--- config.mk ---
export PLATFORM = sky130hd
export DESIGN_NAME = pyc_sram_arb
export DESIGN_NICKNAME = d
export VERILOG_FILES = /design/src/rtl/pyc_sram_arb_pkg.sv /design/src/rtl/pyc_sram_arb_rr_pick.sv /design/src/rtl/pyc_sram_arb.sv
export SDC_FILE = /design/constraint.sdc
export NUM_CORES = 1
export LEC_CHECK = 0
export ABC_AREA = 1
export CAP_MARGIN = 0
export CORE_AREA = 2 2 125 127
export DETAILED_ROUTE_END_ITERATION = 10
export DIE_AREA = 0 0 127 129
export HOLD_SLACK_MARGIN = 0.1
export PLACE_DENSITY = 0.67
export SYNTH_ARGS = -nofsm -noshare
export SYNTH_HDL_FRONTEND = slang
export SYNTH_SLANG_ARGS = --single-unit
export TNS_END_PERCENT = 100
--- constraint.sdc ---
create_clock -name clk -period 5 [get_ports clk]
set_input_delay 0.5 -clock clk [delete_from_list [all_inputs] [get_ports clk]]
set_output_delay 0.5 -clock clk [all_outputs]
set_load 0.01 [all_outputs]
--- src/rtl/pyc_sram_arb_pkg.sv ---
// Shared types and helpers for the pyc_sram request arbiter.
package pyc_sram_arb_pkg;

  // Arbitration mode: free round-robin or pinned to one requester.
  typedef enum logic [0:0] {
    StArb,
    StLocked
  } lock_st_e;

  // Rotate-priority pick over up to 16 requesters.
  // Returns {any_valid, index}; index is 0 when nothing is valid.
  function automatic logic [4:0] rr_pick(input logic [15:0] valid,
                                         input logic [3:0]  ptr,
                                         input int unsigned n);
    logic [4:0]  res;
    logic        found;
    int unsigned idx;
    logic [3:0]  idx4;
    res   = '0;
    found = 1'b0;
    for (int unsigned k = 0; k < 16; k++) begin
      idx  = (32'(ptr) + k) % n;
      idx4 = idx[3:0];
      if (!found && (k < n) && valid[idx4]) begin
        found = 1'b1;
        res   = {1'b1, idx4};
      end
    end
    return res;
  endfunction

endpackage

--- src/rtl/pyc_sram_arb_rr_pick.sv ---
// Combinational rotate-priority encoder: first valid index at or after ptr.
module pyc_rr_pick
  import pyc_sram_arb_pkg::*;
#(
  parameter int unsigned NREQ = 4,
  localparam int unsigned IDW = $clog2(NREQ)
) (
  input  logic [NREQ-1:0] valid,
  input  logic [IDW-1:0]  ptr,
  output logic [IDW-1:0]  idx,
  output logic            any_valid
);

  logic [4:0] pick;

  // Widen to the helper's fixed 16-entry form and narrow the result back.
  always_comb begin
    pick      = rr_pick(16'(valid), 4'(ptr), NREQ);
    idx       = pick[IDW-1:0];
    any_valid = pick[4];
  end

endmodule

--- src/rtl/pyc_sram_arb.sv ---
// Round-robin arbiter sharing one single-outstanding SRAM port among NREQ
// requesters, with optional locked bursts and response routing by owner.
module pyc_sram_arb
  import pyc_sram_arb_pkg::*;
#(
  parameter int unsigned NREQ       = 4,
  parameter int unsigned ADDR_WIDTH = 10,
  parameter int unsigned DATA_WIDTH = 32,
  parameter int unsigned MAX_BURST  = 4,
  localparam int unsigned STRB_WIDTH = (DATA_WIDTH + 7) / 8,
  localparam int unsigned IDW        = $clog2(NREQ)
) (
  input  logic                         clk,
  input  logic                         rst_n,
  input  logic [NREQ-1:0]              s_req_valid,
  output logic [NREQ-1:0]              s_req_ready,
  input  logic [NREQ-1:0]              s_req_lock,
  input  logic [NREQ*ADDR_WIDTH-1:0]   s_req_addr,
  input  logic [NREQ-1:0]              s_req_write,
  input  logic [NREQ*DATA_WIDTH-1:0]   s_req_wdata,
  input  logic [NREQ*STRB_WIDTH-1:0]   s_req_wstrb,
  output logic [NREQ-1:0]              s_resp_valid,
  input  logic [NREQ-1:0]              s_resp_ready,
  output logic [DATA_WIDTH-1:0]        s_resp_rdata,
  output logic                         m_req_valid,
  input  logic                         m_req_ready,
  output logic [ADDR_WIDTH-1:0]        m_req_addr,
  output logic                         m_req_write,
  output logic [DATA_WIDTH-1:0]        m_req_wdata,
  output logic [STRB_WIDTH-1:0]        m_req_wstrb,
  input  logic                         m_resp_valid,
  output logic                         m_resp_ready,
  input  logic [DATA_WIDTH-1:0]        m_resp_rdata,
  output logic [IDW-1:0]               grant_id
);

  lock_st_e       lock_st_q;
  logic [IDW-1:0] rr_ptr_q;
  logic [IDW-1:0] owner_q;
  logic [IDW-1:0] lock_id_q;
  logic [7:0]     beat_cnt_q;

  logic [IDW-1:0] rr_idx;
  logic           rr_any;
  logic [IDW-1:0] sel;
  logic [IDW-1:0] next_ptr;
  logic [8:0]     beat_next;
  logic           fire;

  pyc_rr_pick #(
    .NREQ (NREQ)
  ) u_pick (
    .valid     (s_req_valid),
    .ptr       (rr_ptr_q),
    .idx       (rr_idx),
    .any_valid (rr_any)
  );

  // Select the granted requester and forward its request to the SRAM.
  always_comb begin
    sel         = (lock_st_q == StLocked) ? lock_id_q : rr_idx;
    // While locked, only the lock holder may drive the bus; others are masked.
    m_req_valid = rst_n & ((lock_st_q == StLocked) ? s_req_valid[lock_id_q] : rr_any);
    m_req_addr  = s_req_addr[32'(sel)*ADDR_WIDTH +: ADDR_WIDTH];
    m_req_write = s_req_write[sel];
    m_req_wdata = s_req_wdata[32'(sel)*DATA_WIDTH +: DATA_WIDTH];
    m_req_wstrb = s_req_wstrb[32'(sel)*STRB_WIDTH +: STRB_WIDTH];
    grant_id    = rst_n ? sel : '0;
    fire        = m_req_valid & m_req_ready;
    next_ptr    = (sel == IDW'(NREQ - 1)) ? '0 : sel + IDW'(1);
    beat_next   = {1'b0, beat_cnt_q} + 9'd1;
  end

  // Per-requester accept: only the selected, valid requester sees ready.
  always_comb begin
    s_req_ready = '0;
    for (int unsigned i = 0; i < NREQ; i++) begin
      s_req_ready[i] = rst_n & (sel == IDW'(i)) & s_req_valid[i] & m_req_ready;
    end
  end

  // Route the SRAM response to the requester that issued the in-flight request.
  always_comb begin
    s_resp_valid = '0;
    for (int unsigned i = 0; i < NREQ; i++) begin
      s_resp_valid[i] = rst_n & m_resp_valid & (owner_q == IDW'(i));
    end
    m_resp_ready = rst_n & s_resp_ready[owner_q];
    s_resp_rdata = m_resp_rdata;
  end

  // Arbitration state: round-robin pointer, owner, and burst lock tracking.
  always_ff @(posedge clk) begin
    if (!rst_n) begin
      rr_ptr_q   <= '0;
      owner_q    <= '0;
      lock_st_q  <= StArb;
      lock_id_q  <= '0;
      beat_cnt_q <= '0;
    end else if (fire) begin
      owner_q  <= sel;
      rr_ptr_q <= next_ptr;
      // The MAX_BURST-th consecutive beat releases the lock regardless of request.
      if (s_req_lock[sel] && (32'(beat_next) < MAX_BURST)) begin
        lock_st_q  <= StLocked;
        lock_id_q  <= sel;
        beat_cnt_q <= beat_next[7:0];
      end else begin
        lock_st_q  <= StArb;
        beat_cnt_q <= '0;
      end
    end
  end

endmodule

---- After elaboration in Yosys (flattened, before gate mapping) ----
Cells that the tools add are included.
word-level totals
  bits in registers ....................... 15
  output and inout bits ................... 91
  word-level logic and storage cells ...... 87
cells by class
  $add $sub $neg .......................... 5
  multiply operators ...................... 1
  order comparisons ....................... 8
  equal/unequal tests ..................... 6
  shifts and indexed selects .............. 3
  multiplexer cells ....................... 29
  bitwise logic cells ..................... 20
  reductions and logical operators ........ 10
operators by type and width
  kind                   number
  $shiftx A128 B8 Y32    1
  $shiftx A40 B7 Y10     1
  $and A1 B1 Y1          20
  $lt A2 B5 Y1 const B   4
  $mux W5                4
  $bmux W1 S2            8
  $shiftx A16 B5 Y4      1
  $mux W1                13
  $add A8 B1 Y9 const B  1
  $lt A2 B3 Y1 const B   3
  $lt A9 B3 Y1 const B   1
  $eq A2 B2 Y1 const B   4
  $mux W8                1
  $mux W2                3
  $mul A2 B3 Y5 const B  1
  $add A2 B1 Y2 const B  2
  $add A2 B2 Y2 const B  2
  $eq A2 B1 Y1 const B   2
  $logic_and A1 B1 Y1    4
  $logic_not A2 Y1       2
  $logic_not A1 Y1       3
  $reduce_and A2 Y1      1

---- Logic depth before layout (Yosys ltp) ----
  depth after elaboration ................. 17
  gate-level depth with buffers ........... 18
  depth with buffers taken out ............ 18

---- Cells and area by module ----
From an unflattened synthesis, not the netlist that was laid out.
second synthesis, totals
  cell total of the unflattened synthesis .. 526
  area total of the unflattened synthesis .. 2891.5 sq um
by module, submodules not included
  module        instances  cells an instance  area an instance (sq um)  seq. area each (sq um)
  pyc_sram_arb  1          467                2602.5                    300.3
  pyc_rr_pick   1          59                 289.0                     0.0

---- Worst setup path after synthesis ----
No wires, ideal clock.
  path kind ............................... input to output
  start ................................... in s_req_valid[3]
  end ..................................... out s_req_ready[3]
  data arrival time ....................... 2005 ps
  data required time ...................... 4500 ps
  path slack .............................. 2495 ps
  cell stages on the path ................. 13
  cell sequence ........................... inv_1 -> nand2_1 -> nand3_1 -> nand2_2 -> nor2_4 -> nand2_1 -> o21ai_1 -> nor2_2 -> nor2_8 -> buf_2 -> ha_1 -> inv_1 -> nor3_1
on the way
  longest elaborated chain between the ends .. 17
  elaborated cells on any way between the ends .. 26
ends and longest elaborated chain
  element                          line                    RTL
  start: declaration               pyc_sram_arb.sv:15      input logic [NREQ-1:0] s_req_valid,
  $bmux W1 S2                      pyc_sram_arb_pkg.sv:24  if (!found && (k < n) && valid[idx4]) begin
  $mux W1 (implied by the code)    pyc_sram_arb_pkg.sv:24
  $mux W1                          pyc_sram_arb_pkg.sv:24
  $logic_not A1 Y1                 pyc_sram_arb_pkg.sv:24
  $logic_and A1 B1 Y1              pyc_sram_arb_pkg.sv:24
  $mux W1                          pyc_sram_arb_pkg.sv:24
  $logic_not A1 Y1                 pyc_sram_arb_pkg.sv:24
  $logic_and A1 B1 Y1              pyc_sram_arb_pkg.sv:24
  $mux W1                          pyc_sram_arb_pkg.sv:24
  $logic_not A1 Y1                 pyc_sram_arb_pkg.sv:24
  $logic_and A1 B1 Y1              pyc_sram_arb_pkg.sv:24
  $mux W5                          pyc_sram_arb_pkg.sv:24
  $mux W2                          pyc_sram_arb.sv:61      sel = (lock_st_q == StLocked) ? lock_id_q : rr_idx;
  $eq A2 B2 Y1                     pyc_sram_arb.sv:78      s_req_ready[i] = rst_n & (sel == IDW'(i)) & s_req_valid[i] & m_req_ready;
  $and A1 B1 Y1                    pyc_sram_arb.sv:78
  $and A1 B1 Y1 (*) (2 in series)  pyc_sram_arb.sv:78
  end: declaration                 pyc_sram_arb.sv:16      output logic [NREQ-1:0] s_req_ready,
Mark *: on every way between the ends. The rest lies on a longest branch, timed or not. The select of a mux whose other input is x is not followed.

---- Worst setup path after layout ----
  start ................................... in s_req_valid[3]
  end ..................................... out m_req_wstrb[1]
on the way
  longest elaborated chain between the ends .. 14
  elaborated cells on any way between the ends .. 23
ends and longest elaborated chain
  element                        line                    RTL
  $bmux W1 S2                    pyc_sram_arb_pkg.sv:24
  $mux W1 (implied by the code)  pyc_sram_arb_pkg.sv:24
  $mux W1                        pyc_sram_arb_pkg.sv:24
  $logic_not A1 Y1               pyc_sram_arb_pkg.sv:24
  $logic_and A1 B1 Y1            pyc_sram_arb_pkg.sv:24
  $mux W1                        pyc_sram_arb_pkg.sv:24
  $logic_not A1 Y1               pyc_sram_arb_pkg.sv:24
  $logic_and A1 B1 Y1            pyc_sram_arb_pkg.sv:24
  $mux W1                        pyc_sram_arb_pkg.sv:24
  $logic_not A1 Y1               pyc_sram_arb_pkg.sv:24
  $logic_and A1 B1 Y1            pyc_sram_arb_pkg.sv:24
  $mux W5 (*)                    pyc_sram_arb_pkg.sv:24
  $mux W2 (*)                    pyc_sram_arb.sv:61
  $shiftx A16 B5 Y4 (*)          pyc_sram_arb.sv:67      m_req_wstrb = s_req_wstrb[32'(sel)*STRB_WIDTH +: STRB_WIDTH];
  end: declaration               pyc_sram_arb.sv:30      output logic [STRB_WIDTH-1:0] m_req_wstrb,
Marks and branches as above.

==> impl_summary.log <==
INFO  metric multi_input_comb_area = 2250 um^2
INFO  metric layout.core_utilization = 0.378
INFO  metric clk_path_buf_depth = 2
INFO  metric placement.io_buffers = 262
INFO  metric critical_path.max_stage_delay = ~0.53 ns
INFO  metric initial_utilization = 0.209
INFO  metric critical_path_peak_fanout = 53
INFO  metric result_of_the_run = finished, final reports clean
INFO  metric synth_largest_type_area_fraction = 0.136
INFO  metric r2r_setup_slack = 1.73 ns
INFO  metric cts-resized-gates = 0
INFO  metric worstMarginPinSlew = between 0.6 and 0.7 ns
INFO  metric chipWidth = ~130 um
INFO  metric area.sequential = 300 um^2
INFO  metric synthToLayoutAreaGrowth = 80.8%
INFO  metric rsz0062_at_grt = false
INFO  metric synth_cell_type_count = 30
INFO  metric worst_hold_path.endpoint = beat_cnt_q[7]$_SDFFE_PN0P_
INFO  metric maximum_number_of_pins_on_one_net_before_global_route_repair = 100
INFO  metric worst_ir_drop_vdd = 0.345 mV
INFO  metric post-route-worst-setup-slack = 0.746 ns
INFO  metric route.vias.total = 4,176
INFO  metric cts_hold_buffers = 0
INFO  metric post-cts-setup-buffers = 0
INFO  metric timing.max_cap.violations = 0
INFO  metric placement.setup.worst_slack = 0.731 ns
INFO  metric track_usage = 0.158
INFO  metric critical_path_required = 4.50 ns
INFO  metric startpoint = s_req_valid[3]
INFO  metric final_net_count = 931
INFO  metric sum_of_net_half_perimeters_after_detailed_placement = 10,400 um
INFO  metric crit_chain = clkdlybuf4s50_1, inv_1, nand2_1, nand3_1, nand2_2, nor2_4, nand2_1, o21ai_1, nor2_2, nor2_8, inv_4, buf_4, nand3_1, o211ai_2, clkdlybuf4s50_1
INFO  metric static_leak = 2.16 nW
INFO  metric replace_congestion = between 0.8 and 0.9
INFO  metric yosysSeqAreaShare = 0.0958
INFO  metric cts-htree-levels = 1
INFO  metric numClockSinks = 15
INFO  metric final.period_utilization = 0.851
INFO  metric fmax = 235 MHz
INFO  metric yosys.area.top_type = sky130_fd_sc_hd__nand3_1
INFO  metric die_height = about 130 um
INFO  metric drtPass1Iterations = 6
INFO  metric rr_endpoint = lock_id_q[1]$_SDFFE_PN0P_
INFO  metric slowest_stage = sky130_fd_sc_hd__nor2_8
INFO  metric drt-wirelength-per-cell = approximately 15 um
INFO  metric worstHoldPathType = flip-flop to flip-flop
INFO  metric grt_pass1_vias = 4,208
INFO  metric antenna_violating_nets_post_route = 0
INFO  metric grt_remaining_overflow = 0
INFO  metric cts_tree = done
INFO  metric postSynthAreaPerCell = 6.36 um^2
INFO  metric arrival = 3.75 ns
INFO  metric report.final.slew_viol_count = 0
INFO  metric critical_path_class = primary input to primary output
INFO  metric fillerInstances = 1,590
INFO  metric yosys_warnings = 0
INFO  metric mappedNetlistNets = 731
INFO  metric cts-buffers-inserted = 3
INFO  metric yosys-top-cells-area = sky130_fd_sc_hd__nand3_1 (14%), sky130_fd_sc_hd__o211ai_2 (12%), sky130_fd_sc_hd__nand3_2 (11%)
INFO  metric cts.reportedPaths.clkPinSlew = 0.05 ns
INFO  metric cts_root_buffer = sky130_fd_sc_hd__clkbuf_16
INFO  metric hold_viol_final = 0
INFO  metric synth-seq-cells = 15
INFO  metric pwr_density_cell = 646 nW/um^2
INFO  metric dr.first_iter.drc_count = 210
INFO  metric die_area = 16,400 um^2
INFO  metric place.detailed.instances = 876
INFO  metric drt-total-wl = 13,500 um
INFO  metric finalWorstPathRequiredPeriod = 4.25 ns
INFO  metric setup-violations-final = 0
INFO  metric setup-tns-final = 0 ns
INFO  metric clkLatencyLatePin = ~0.24 ns
INFO  metric crit_path_buf_inv_count = 5
INFO  metric top_level_pins = 327
INFO  metric hold_start = beat_cnt_q[7]$_SDFFE_PN0P_
INFO  metric worstRegToRegCells = 18
INFO  metric fp-row-count = 45
INFO  metric post_route_cells_drive_above_1_share = 0.124
INFO  metric vias_per_cell = 4.75
INFO  metric max_clock_skew = 0.00345 ns
INFO  metric postSynthCellCount = 493
INFO  metric hold_depth = 2
INFO  metric grt_first_pass_wirelength = 21,200 um
INFO  metric antennaDiodeCount = 0
INFO  metric post_syn_area = 3130 um^2
INFO  metric non_filler_instances = a little under 900
INFO  metric route.detailed.drc = 0
INFO  metric antenna_violations_before_repair = 0
INFO  metric timing.critical_path.max_delay_family = buffers and inverters
INFO  metric worstReg2RegStart = rr_ptr_q[0]$_SDFFE_PN0P_
INFO  metric design.core.area = approximately 15,000 um^2
INFO  metric crit_path_end_kind = primary output
INFO  metric cp-start-kind = primary input
INFO  metric max_slew_margin = 0.537
INFO  metric final.hold.worst_slack = 0.461 ns
-- placed cells by master, fill, tap and decap left out, drive strengths merged --
| master | count |
|---|---|
| nor2 | 68 |
| nor3 | 5 |
| xor2 | 1 |
| inv | 27 |
| a21oi | 14 |
| clkdlybuf4s50 | 262 |
| a31oi | 1 |
| o221ai | 1 |
| buf | 5 |
| o21ai | 57 |
| a22oi | 1 |
| o211ai | 47 |
| nand2 | 60 |
| ha | 2 |
| nand3 | 118 |
| clkbuf | 4 |
| nand4 | 2 |
| nor4 | 2 |
| dfxtp | 15 |
-- worst min-delay path, cell delays in order, from the launching register on --
cell	delay, ns
sky130_fd_sc_hd__dfxtp_1	0.31
sky130_fd_sc_hd__nand3_1	0.07
sky130_fd_sc_hd__inv_1	0.04
-- power breakdown --
part	internal (mW)	switching [mW]	total, mW
registers	0.137	0.0270	0.163
logic	1.54	1.81	3.34
clock network	0.108	0.0468	0.155
total	1.78	1.88	3.66
-- cell usage after synthesis --
cell,instances
sky130_fd_sc_hd__nor3_1,5
sky130_fd_sc_hd__nand3_2,33
sky130_fd_sc_hd__o211ai_2,30
sky130_fd_sc_hd__o211ai_1,17
sky130_fd_sc_hd__ha_1,2
sky130_fd_sc_hd__nor2_1,65
sky130_fd_sc_hd__nor2_2,1
sky130_fd_sc_hd__o21ai_0,56
sky130_fd_sc_hd__nor2_8,1
sky130_fd_sc_hd__nor2_4,1
sky130_fd_sc_hd__buf_6,6
sky130_fd_sc_hd__nand2_4,1
sky130_fd_sc_hd__clkbuf_1,8
sky130_fd_sc_hd__xor2_1,1
sky130_fd_sc_hd__inv_4,2
sky130_fd_sc_hd__a21oi_1,14
sky130_fd_sc_hd__nand3_1,85
sky130_fd_sc_hd__dfxtp_1,15
sky130_fd_sc_hd__a22oi_1,1
sky130_fd_sc_hd__a31oi_1,1
sky130_fd_sc_hd__nand2_1,53
sky130_fd_sc_hd__nand4_1,2
sky130_fd_sc_hd__buf_2,22
sky130_fd_sc_hd__inv_2,3
sky130_fd_sc_hd__inv_1,22
sky130_fd_sc_hd__nand2_2,6
sky130_fd_sc_hd__o221ai_1,1
sky130_fd_sc_hd__buf_4,36
sky130_fd_sc_hd__nor4_1,2
sky130_fd_sc_hd__o21ai_1,1
-- registers in the layout, summed over array words and instances (netlist names) --
| signal | flops |
|---|---|
| beat_cnt_q | 8 |
| lock_id_q | 2 |
| owner_q | 2 |
| rr_ptr_q | 2 |
| lock_st_q | 1 |
-- cells by family after synthesis --
family                     share of synthesized area
and+or+nand+nor                                0.426
adders and majority gates                    0.00798
AOI/OAI and AO/OA                              0.281
buffers and inverters                          0.186
DFF                                           0.0958
xor gates and xnor gates                     0.00279
-- layout make-up --
| type | instances | area share |
|---|---|---|
| clock buffer | 4 | 0.0139 |
| sequential | 15 | 0.0530 |
| tap | 188 | 0.0415 |
| inverter | 27 | 0.0188 |
| timing repair buffer | 267 | 0.476 |
| multi-input combinational | 379 | 0.397 |
-- worst max path at each step --
| stage | endpoint | slack, ns | cells past startpoint |
|---|---|---|---|
| 6_report | m_req_wstrb[1] | 0.75 | 15 |
| 5_1_grt | m_req_write | 0.40 | 15 |
| 4_1_cts | m_req_wstrb[1] | 0.71 | 15 |
| 3_5_place_dp | m_req_wstrb[1] | 0.73 | 15 |
| 3_3_place_gp | m_req_wstrb[1] | 0.80 | 15 |
| 2_1_floorplan | s_req_ready[3] | 2.50 | 13 |
-- per-layer routing --
layer | up-vias | track usage | wire length [um]
met5 | - | 0 | 0
met4 | 0 | 0.0233 | 99
met3 | 10 | 0.0453 | 1110
met2 | 205 | 0.282 | 6740
met1 | 1874 | 0.192 | 5530
li1 | 2087 | - | -
-- per-stage QoR --
step / cell area (um^2) / total power [mW]
2_1_floorplan: 3130 / 2.20
3_3_place_gp: 5590 / 3.55
3_5_place_dp: 5590 / 3.54
4_1_cts: 5670 / 3.72
5_1_grt: 5670 / 4.02
6_report: 5670 / 3.66
(Power assumes the default switching activity.)
